--- config.mk ---
export PLATFORM = sky130hd
export DESIGN_NAME = vram_arbiter
export DESIGN_NICKNAME = d
export VERILOG_FILES = /design/src/rtl/vram_pkg.sv /design/src/rtl/vram_slot_sel.sv /design/src/rtl/vram_arbiter.sv
export SDC_FILE = /design/constraint.sdc
export NUM_CORES = 1
export LEC_CHECK = 0
export CORE_MARGIN = 3
export CORE_UTILIZATION = 25
export DETAILED_ROUTE_END_ITERATION = 7
export DONT_BUFFER_PORTS = 1
export PLACE_DENSITY = 0.49
export SKIP_CTS_REPAIR_TIMING = 1
export SLEW_MARGIN = 20
export SYNTH_ARGS = -nofsm -noshare
export SYNTH_HDL_FRONTEND = slang
export SYNTH_SLANG_ARGS = --single-unit
--- constraint.sdc ---
create_clock -name CLK -period 4.6 [get_ports CLK]
set_input_delay 0.69 -clock CLK [delete_from_list [all_inputs] [get_ports CLK]]
set_output_delay 0.69 -clock CLK [all_outputs]
set_load 0.02 [all_outputs]
--- src/rtl/vram_pkg.sv ---
// Shared types and constants for the VRAM slot arbiter: owner encoding,
// bus widths and the active-window slot allocation table.
package vram_pkg;

  localparam int ADDR_W = 14;
  localparam int DATA_W = 16;

  typedef enum logic [1:0] {
    OWN_NONE = 2'd0,
    OWN_BG   = 2'd1,
    OWN_SP   = 2'd2,
    OWN_CPU  = 2'd3
  } owner_e;

  // Bit positions of each requester in request/acknowledge vectors.
  localparam int REQ_BG  = 0;
  localparam int REQ_SP  = 1;
  localparam int REQ_CPU = 2;

  // Slot owner inside the active window, indexed by HPOS[1:0].
  localparam owner_e SLOT_OWNER_0 = OWN_BG;
  localparam owner_e SLOT_OWNER_1 = OWN_BG;
  localparam owner_e SLOT_OWNER_2 = OWN_SP;
  localparam owner_e SLOT_OWNER_3 = OWN_CPU;

  function automatic owner_e slot_owner(input logic [1:0] phase);
    owner_e res;
    case (phase)
      2'd0:    res = SLOT_OWNER_0;
      2'd1:    res = SLOT_OWNER_1;
      2'd2:    res = SLOT_OWNER_2;
      default: res = SLOT_OWNER_3;
    endcase
    return res;
  endfunction

  function automatic logic [2:0] owner_mask(input owner_e owner);
    logic [2:0] res;
    case (owner)
      OWN_BG:  res = 3'b001;
      OWN_SP:  res = 3'b010;
      OWN_CPU: res = 3'b100;
      default: res = 3'b000;
    endcase
    return res;
  endfunction

endpackage

--- src/rtl/vram_slot_sel.sv ---
// Picks the winner of the next VRAM slot: the table owner inside the active
// window, otherwise (or when the owner is idle) fixed priority CPU > SP > BG.
module vram_slot_sel
  import vram_pkg::*;
(
  input  logic [8:0] hpos,
  input  logic       vblk,
  input  logic [2:0] req,
  input  logic [2:0] excl,
  output owner_e     winner
);

  logic [2:0] elig;
  logic       active;
  owner_e     table_owner;
  logic       unused_hpos_bits;

  // Only the window bit and the slot phase matter for allocation.
  assign unused_hpos_bits = ^hpos[7:2];

  always_comb begin
    elig        = req & ~excl;
    active      = ~vblk & ~hpos[8];
    table_owner = slot_owner(hpos[1:0]);
    if (active && ((elig & owner_mask(table_owner)) != 3'b000)) begin
      winner = table_owner;
    end else if (elig[REQ_CPU]) begin
      winner = OWN_CPU;
    end else if (elig[REQ_SP]) begin
      winner = OWN_SP;
    end else if (elig[REQ_BG]) begin
      winner = OWN_BG;
    end else begin
      winner = OWN_NONE;
    end
  end

endmodule

--- src/rtl/vram_arbiter.sv ---
// Time-slotted arbiter sharing one single-port VRAM between tile fetch,
// sprite fetch and the CPU; grant of slot N+1 overlaps completion of slot N.
module vram_arbiter
  import vram_pkg::*;
(
  input  logic              CLK,
  input  logic              RESET,
  input  logic              PCLK_EN,
  input  logic [8:0]        HPOS,
  input  logic              VBLK,
  input  logic              BG_REQ,
  input  logic [ADDR_W-1:0] BG_AD,
  output logic              BG_ACK,
  output logic [DATA_W-1:0] BG_DT,
  input  logic              SP_REQ,
  input  logic [ADDR_W-1:0] SP_AD,
  output logic              SP_ACK,
  output logic [DATA_W-1:0] SP_DT,
  input  logic              CPU_REQ,
  input  logic              CPU_WR,
  input  logic [ADDR_W-1:0] CPU_AD,
  input  logic [DATA_W-1:0] CPU_DO,
  output logic [DATA_W-1:0] CPU_DI,
  output logic              CPU_WAIT,
  output logic [ADDR_W-1:0] VR_AD,
  output logic              VR_WE,
  output logic [DATA_W-1:0] VR_DO,
  input  logic [DATA_W-1:0] VR_DI
);

  owner_e            owner_q, owner_d, winner;
  logic [ADDR_W-1:0] vr_ad_q, vr_ad_d;
  logic              vr_we_q, vr_we_d;
  logic [DATA_W-1:0] vr_do_q, vr_do_d;
  logic [DATA_W-1:0] bg_dt_q, bg_dt_d;
  logic [DATA_W-1:0] sp_dt_q, sp_dt_d;
  logic [DATA_W-1:0] cpu_di_q, cpu_di_d;
  logic [2:0]        req, ack;

  assign req = {CPU_REQ, SP_REQ, BG_REQ};

  // The access in flight retires on this enabled edge; its requester is
  // kept out of the new grant so it cannot be served twice.
  assign ack = PCLK_EN ? owner_mask(owner_q) : 3'b000;

  vram_slot_sel u_slot_sel (
    .hpos   (HPOS),
    .vblk   (VBLK),
    .req    (req),
    .excl   (ack),
    .winner (winner)
  );

  always_comb begin
    owner_d  = owner_q;
    vr_ad_d  = vr_ad_q;
    vr_we_d  = vr_we_q;
    vr_do_d  = vr_do_q;
    bg_dt_d  = bg_dt_q;
    sp_dt_d  = sp_dt_q;
    cpu_di_d = cpu_di_q;
    if (PCLK_EN) begin
      if (ack[REQ_BG]) bg_dt_d = VR_DI;
      if (ack[REQ_SP]) sp_dt_d = VR_DI;
      if (ack[REQ_CPU] && !vr_we_q) cpu_di_d = VR_DI;
      owner_d = winner;
      vr_we_d = 1'b0;
      case (winner)
        OWN_BG:  vr_ad_d = BG_AD;
        OWN_SP:  vr_ad_d = SP_AD;
        OWN_CPU: begin
          vr_ad_d = CPU_AD;
          vr_we_d = CPU_WR;
          if (CPU_WR) vr_do_d = CPU_DO;
        end
        default: ;
      endcase
    end
  end

  always_ff @(posedge CLK or posedge RESET) begin
    if (RESET) begin
      owner_q  <= OWN_NONE;
      vr_ad_q  <= '0;
      vr_we_q  <= 1'b0;
      vr_do_q  <= '0;
      bg_dt_q  <= '0;
      sp_dt_q  <= '0;
      cpu_di_q <= '0;
    end else begin
      owner_q  <= owner_d;
      vr_ad_q  <= vr_ad_d;
      vr_we_q  <= vr_we_d;
      vr_do_q  <= vr_do_d;
      bg_dt_q  <= bg_dt_d;
      sp_dt_q  <= sp_dt_d;
      cpu_di_q <= cpu_di_d;
    end
  end

  assign BG_ACK   = ack[REQ_BG];
  assign SP_ACK   = ack[REQ_SP];
  assign CPU_WAIT = CPU_REQ & ~ack[REQ_CPU];
  assign BG_DT    = bg_dt_q;
  assign SP_DT    = sp_dt_q;
  assign CPU_DI   = cpu_di_q;
  assign VR_AD    = vr_ad_q;
  assign VR_WE    = vr_we_q;
  assign VR_DO    = vr_do_q;

endmodule

==> flow_summary.toml, run 1 <==
[route]
wire_per_inst_um = 19.2
dr_total_vias = 2440
wl_um = 9700
ant_nets = 0
avgViaCountPerCell = 4.84
drt_first_iter_violations = 71
first_pass_iters = 4
drc = 0

[worst_setup_path]
cp_top_family = "simple AND/OR/NAND/NOR gates"
path_max_fanout = 18
slowest_delay_ns = 0.62
required_ns = 4.82
crit_path_end_kind = "flip-flop"
critPathSlowestCell = "a32oi_4"
crit_buf_inv = 0
r2r-start = "owner_q[0]"
path_cells = "nand3b_2, nand4_1, a32oi_4, nand4b_4, mux2_2"
critical_path_arrival_ns = 3.07
worstSetupPathType = "reg2reg"
crit_path_start_kind = "flip-flop"
cp-startpoint = "owner_q[0]"

[layout]
drive_gt1_frac = 0.177
fin_nets = 414
nFillCells = 1436
area_delta_synth_final_pct = 12.8
mostFrequentLayoutCell = "nand2_1"
diodes = 0
mostFrequentLayoutCells = "nand2_1 (101), dfrtp_1 (81), mux2_2 (23), nor2_1 (16)"

[yosys]
synthFlopType = "dfrtp_1"
synthMuxAreaShare = 0.114
synth_top_family_by_area = "simple AND/OR/NAND/NOR gates"
syn-num-nets = 419
ys_ff_latch = 81
synth_edf_count = 0
synthTopCellsByArea = "dfrtp_1 (57%), nand2_1 (11%), mux2_2 (7.3%)"
synth_cells = 328
synth-adder-area-share = 0
avgSynthCellArea_um2 = 10.8
synth-async-reset-ratio = 1.00
synth_area_um2 = 3540
synth_top_area_frac = 0.572
yosys.area_share.simple = 0.176
synthXorXnorAreaFrac = 0
synthDistinctLibCells = 38
ys_warn_count = 0
synth_top_cell_by_area = "dfrtp_1"
ys_seq_area_frac = 0.572
synth_compound_area_frac = 0.0986

[timing]
timing.final.ws_setup_ns = 1.75
layout_min_cycle_time_ns = 2.85
fin_skew_ns = 0.00991
worst_slew_pin_slew_ns = 0.883
maxSlewViolCount = 0
fin_crit_sh = 0.619
rsz0062_at_grt = "false"
finalSetupViolations = 0
fmaxAchievable_mhz = 351
slew_headroom = 0.411
finalHoldViolations = 0
tns_ns = 0

[floorplan]
pin_count = 173
start_util = 0.261
die_area_um2 = 15600
die_width_um = 125
rows = 42
die_h_um = 125
core_area_um2 = 13600

[clock_tree]
clock-sinks = 81
cts-root-buf = "clkbuf_16"
htree_levels = 3
cts_tree = "yes"
clk_latency_ns = 0.34
path_clk_slew_ns = 0.06
numCtsBuffers = 9
clockBufferDepth = 2

[placed_design]
dp_hpwl_um = 6870
place.gp.congestion = 0.756
place_ws_ns = 1.62
numPortBuffers = 0

[global_route]
grt_max_degree = 46
grt_pass1_vias = 2542
track_usage = 0.126
overflow = 0
antenna_found_initial = 0
grt_pass1_wl_um = 15100

[power]
ir_drop_v = 0.000175
p_per_area_nw_per_um2 = 620
p_leak_nw = 1.84

[run_status]
status = "finished, final reports clean"

[job]
maxCapViolCount = 0

[hold_path]
min_path_type = "in2async"
## routing by layer
layer  vias to the layer above  wire, um  part of all wire  track usage
li1                       1121         -                 -            -
met1                      1200      3700              0.38        0.137
met2                       106      4850              0.50        0.211
met3                        13       997              0.10       0.0631
met4                         0       149             0.015       0.0459
met5                         -         0                 0            0
## sequential cells by signal (all words and copies together) (netlist names)
| register | cells |
|---|---|
| BG_DT | 16 |
| CPU_DI | 16 |
| SP_DT | 16 |
| VR_AD | 14 |
| VR_DO | 16 |
| VR_WE | 1 |
| owner_q | 2 |
## power breakdown
group          switching (W)  total, W  internal, W
sequential          0.000457   0.00139     0.000937
clock               0.000283  0.000733     0.000450
combinational       0.000172  0.000352     0.000179
## synthesized netlist by cell type (all sizes together) (2+ instances only)
cell      n
nor2     17
nand3     2
o21ai     2
buf       9
a221oi   14
clkbuf   11
dfrtp    81
a31oi     3
nand2   101
a22oi    14
nand3b    2
nand4     2
nor3     14
mux2     32
inv       6
o211ai    2
clkinv    3
## worst register-to-register path, cell delays in order, from the launching register on
cell,delay (ns)
dfrtp_1,0.55
nand3b_2,0.46
nand4_1,0.22
a32oi_4,0.62
nand4b_4,0.48
mux2_2,0.40
## path summary, 6_finish.rpt
path / endpoint / slack (ns) / cells after the start
max reg2reg: VR_DO[13] / 1.75 / 5
min: BG_DT[1] / 0.29 / 1
max: VR_DO[13] / 1.75 / 5
max in group asynchronous: VR_DO[13] / 3.27 / 2
min in group CLK: VR_WE / 0.45 / 1
min reg2reg: SP_DT[2] / 0.63 / 2
## final cells by class
class                   count  area (um^2)  area share
clock buffers              12          256      0.0642
clock inverters             4         48.8      0.0122
inverters                   9         35.0     0.00877
multi-input cells         218         1380       0.345
flip-flops and latches     81         2030       0.507
well taps                 176          220      0.0551
repair buffers              4         30.0     0.00752
## stage by stage
step | hold slack (ns) | std cells | instance area (um^2) | power [W] | utilization
2_1_floorplan | 0.579 | 328 | 3540 | 0.00165 | -
3_3_place_gp | 0.618 | 486 | 3670 | 0.00175 | 0.271
3_5_place_dp | 0.613 | 486 | 3670 | 0.00177 | 0.271
4_1_cts | 0.303 | 502 | 3980 | 0.00252 | 0.294
5_1_grt | 0.328 | 504 | 4000 | 0.00263 | 0.295
6_report | 0.292 | 504 | 4000 | 0.00248 | 0.295
## kinds of logic (layout without fill, tap and decap cells)
kind of cell	after synthesis	after routing
buffers and inverters	29	29
AO/OA/AOI/OAI	41	41
AND/OR/NAND/NOR	144	144
flip-flops	81	81
multiplexers	33	33
Power figures use the tool's default switching activity.
==> run 2: changes to the inputs <==
PLACE_DENSITY = 0.51   (was 0.49)
clock period = 2.6 ns   (was 4.6 ns; I/O delays follow)
==> run 2 against run 1 <==
Net effect:
- register-to-register slack got worse by 1.4 ns
- clock skew decreased by 0.0035 ns
- count of clock-buffer cells in the layout decreased by 1
- power increased by 77%
- via count increased by 2.0%
- hold slack got worse by 0.26 ns
- sequential power increased by 78%
- critical path depth decreased by 2
- utilization increased by 0.35 points
- wire length decreased by 1.3%
- largest cell class unchanged
- highest routed layer unchanged
==> flow_summary.toml, run 2 (synthesis results as in run 1) <==
[run_status]
status = "finished, final reports clean"

[timing]
fin_crit_sh = 0.854
finalHoldViolations = 0
finalSetupViolations = 0
fin_skew_ns = 0.00643
worst_slew_pin_slew_ns = 0.854
rsz0062_at_grt = "false"
layout_min_cycle_time_ns = 2.22
maxSlewViolCount = 0
tns_ns = 0
holdWs_ns = 0.0296
timing.final.ws_setup_ns = 0.380
fmaxAchievable_mhz = 451
slew_headroom = 0.431

[worst_setup_path]
reg2regPathDepth = 6
path_max_fanout = 17
worstSetupPathType = "reg2out"
reg2reg_to = "VR_AD[5]"
crit_path_start_kind = "flip-flop"
crit_path_end_kind = "output pin"
crit_buf_inv = 2
cp_top_family = "buffers and inverters"
path_cells = "nand3b_2, buf_4, clkinv_1"
critPathSlowestCell = "dfrtp_1"
r2r_slack_ns = 0.38
critical_path_arrival_ns = 1.83
required_ns = 2.21
r2r-start = "owner_q[1]"
slowest_delay_ns = 0.57

[route]
first_pass_iters = 4
dr_total_vias = 2490
wire_per_inst_um = 18.8
wl_um = 9570
drc = 0
avgViaCountPerCell = 4.89
ant_nets = 0
drt_first_iter_violations = 82

[layout]
fin_nets = 420
area_delta_synth_final_pct = 14.2
drive_gt1_frac = 0.189
instances_no_fill = 509
mostFrequentLayoutCells = "nand2_1 (101), dfrtp_1 (81), mux2_2 (23), nor2_1 (16)"
mostFrequentLayoutCell = "nand2_1"
diodes = 0

[floorplan]
core_area_um2 = 13600
rows = 42
pin_count = 173
start_util = 0.261
die_width_um = 125
die_area_um2 = 15600
die_h_um = 125

[power]
p_leak_nw = 1.87
ir_drop_v = 0.000351
p_per_area_nw_per_um2 = 1090

[job]
maxCapViolCount = 0

[clock_tree]
cts_tree = "yes"
path_clk_slew_ns = 0.06
htree_levels = 3
numCtsBuffers = 9
cts-root-buf = "clkbuf_16"
clock-sinks = 81
clk_latency_ns = 0.34
clockBufferDepth = 2

[placed_design]
numPortBuffers = 0
dp_cells = 494
dp_hpwl_um = 6800
place_ws_ns = 0.374
place.gp.congestion = 0.764

[global_route]
grt_max_degree = 82
overflow = 0
grt_pass1_vias = 2542
track_usage = 0.123
grt_pass1_wl_um = 15000
antenna_found_initial = 0

[hold_path]
min_path_type = "in2async"
run 2: layer usage:
layer | part of all wire | GRT usage | wire (um)
met2 | 0.50 | 0.197 | 4820
met1 | 0.38 | 0.141 | 3630
met3 | 0.093 | 0.0516 | 892
met4 | 0.024 | 0.0638 | 229
met5 | 0 | 0 | 0
run 2: area by class of cell:
class                           instances  area, um^2
Tap cell                              176         220
Clock buffer                           11         243
Multi-Input combinational cell        218        1380
Inverter                                9        35.0
Sequential cell                        81        2030
Clock inverter                          4        52.6
Timing Repair Buffer                   10        87.6
Fill cell                            1405        9520
run 2: worst max-delay path by stage:
stage | start | endpoint | slack [ns] | depth (start not counted)
4_1_cts | owner_q[0] | SP_ACK | 0.34 | 3
3_5_place_dp | owner_q[1] | VR_AD[9] | 0.37 | 6
2_1_floorplan | RESET | BG_DT[0] | 0.13 | 1
3_3_place_gp | owner_q[0] | VR_AD[7] | 0.43 | 6
6_report | owner_q[0] | SP_ACK | 0.38 | 3
5_1_grt | owner_q[1] | VR_AD[3] | 0.17 | 6
run 2: metrics by stage:
step	power [W]	area (um^2)	util
final	0.00439	4040	0.298
after global routing	0.00464	4040	0.298
after CTS	0.00447	4040	0.298
after detailed placement	0.00316	3750	0.276
after global placement	0.00312	3750	0.276
after floorplan	0.00292	3540	-
run 2: worst register-to-register path, delay by kind of cell (launching register included):
| family | cells | cell delay [ns] |
|---|---|---|
| flip-flops | 1 | 0.54 |
| AO/OA/AOI/OAI | 3 | 0.67 |
| buffers and inverters | 1 | 0.22 |
| AND/OR/NAND/NOR | 2 | 0.63 |
run 2: where the power goes:
part	internal, W	switching (W)
clock	0.000768	0.000503
sequential	0.00166	0.000817
combinational	0.000331	0.000311
total	0.00276	0.00163
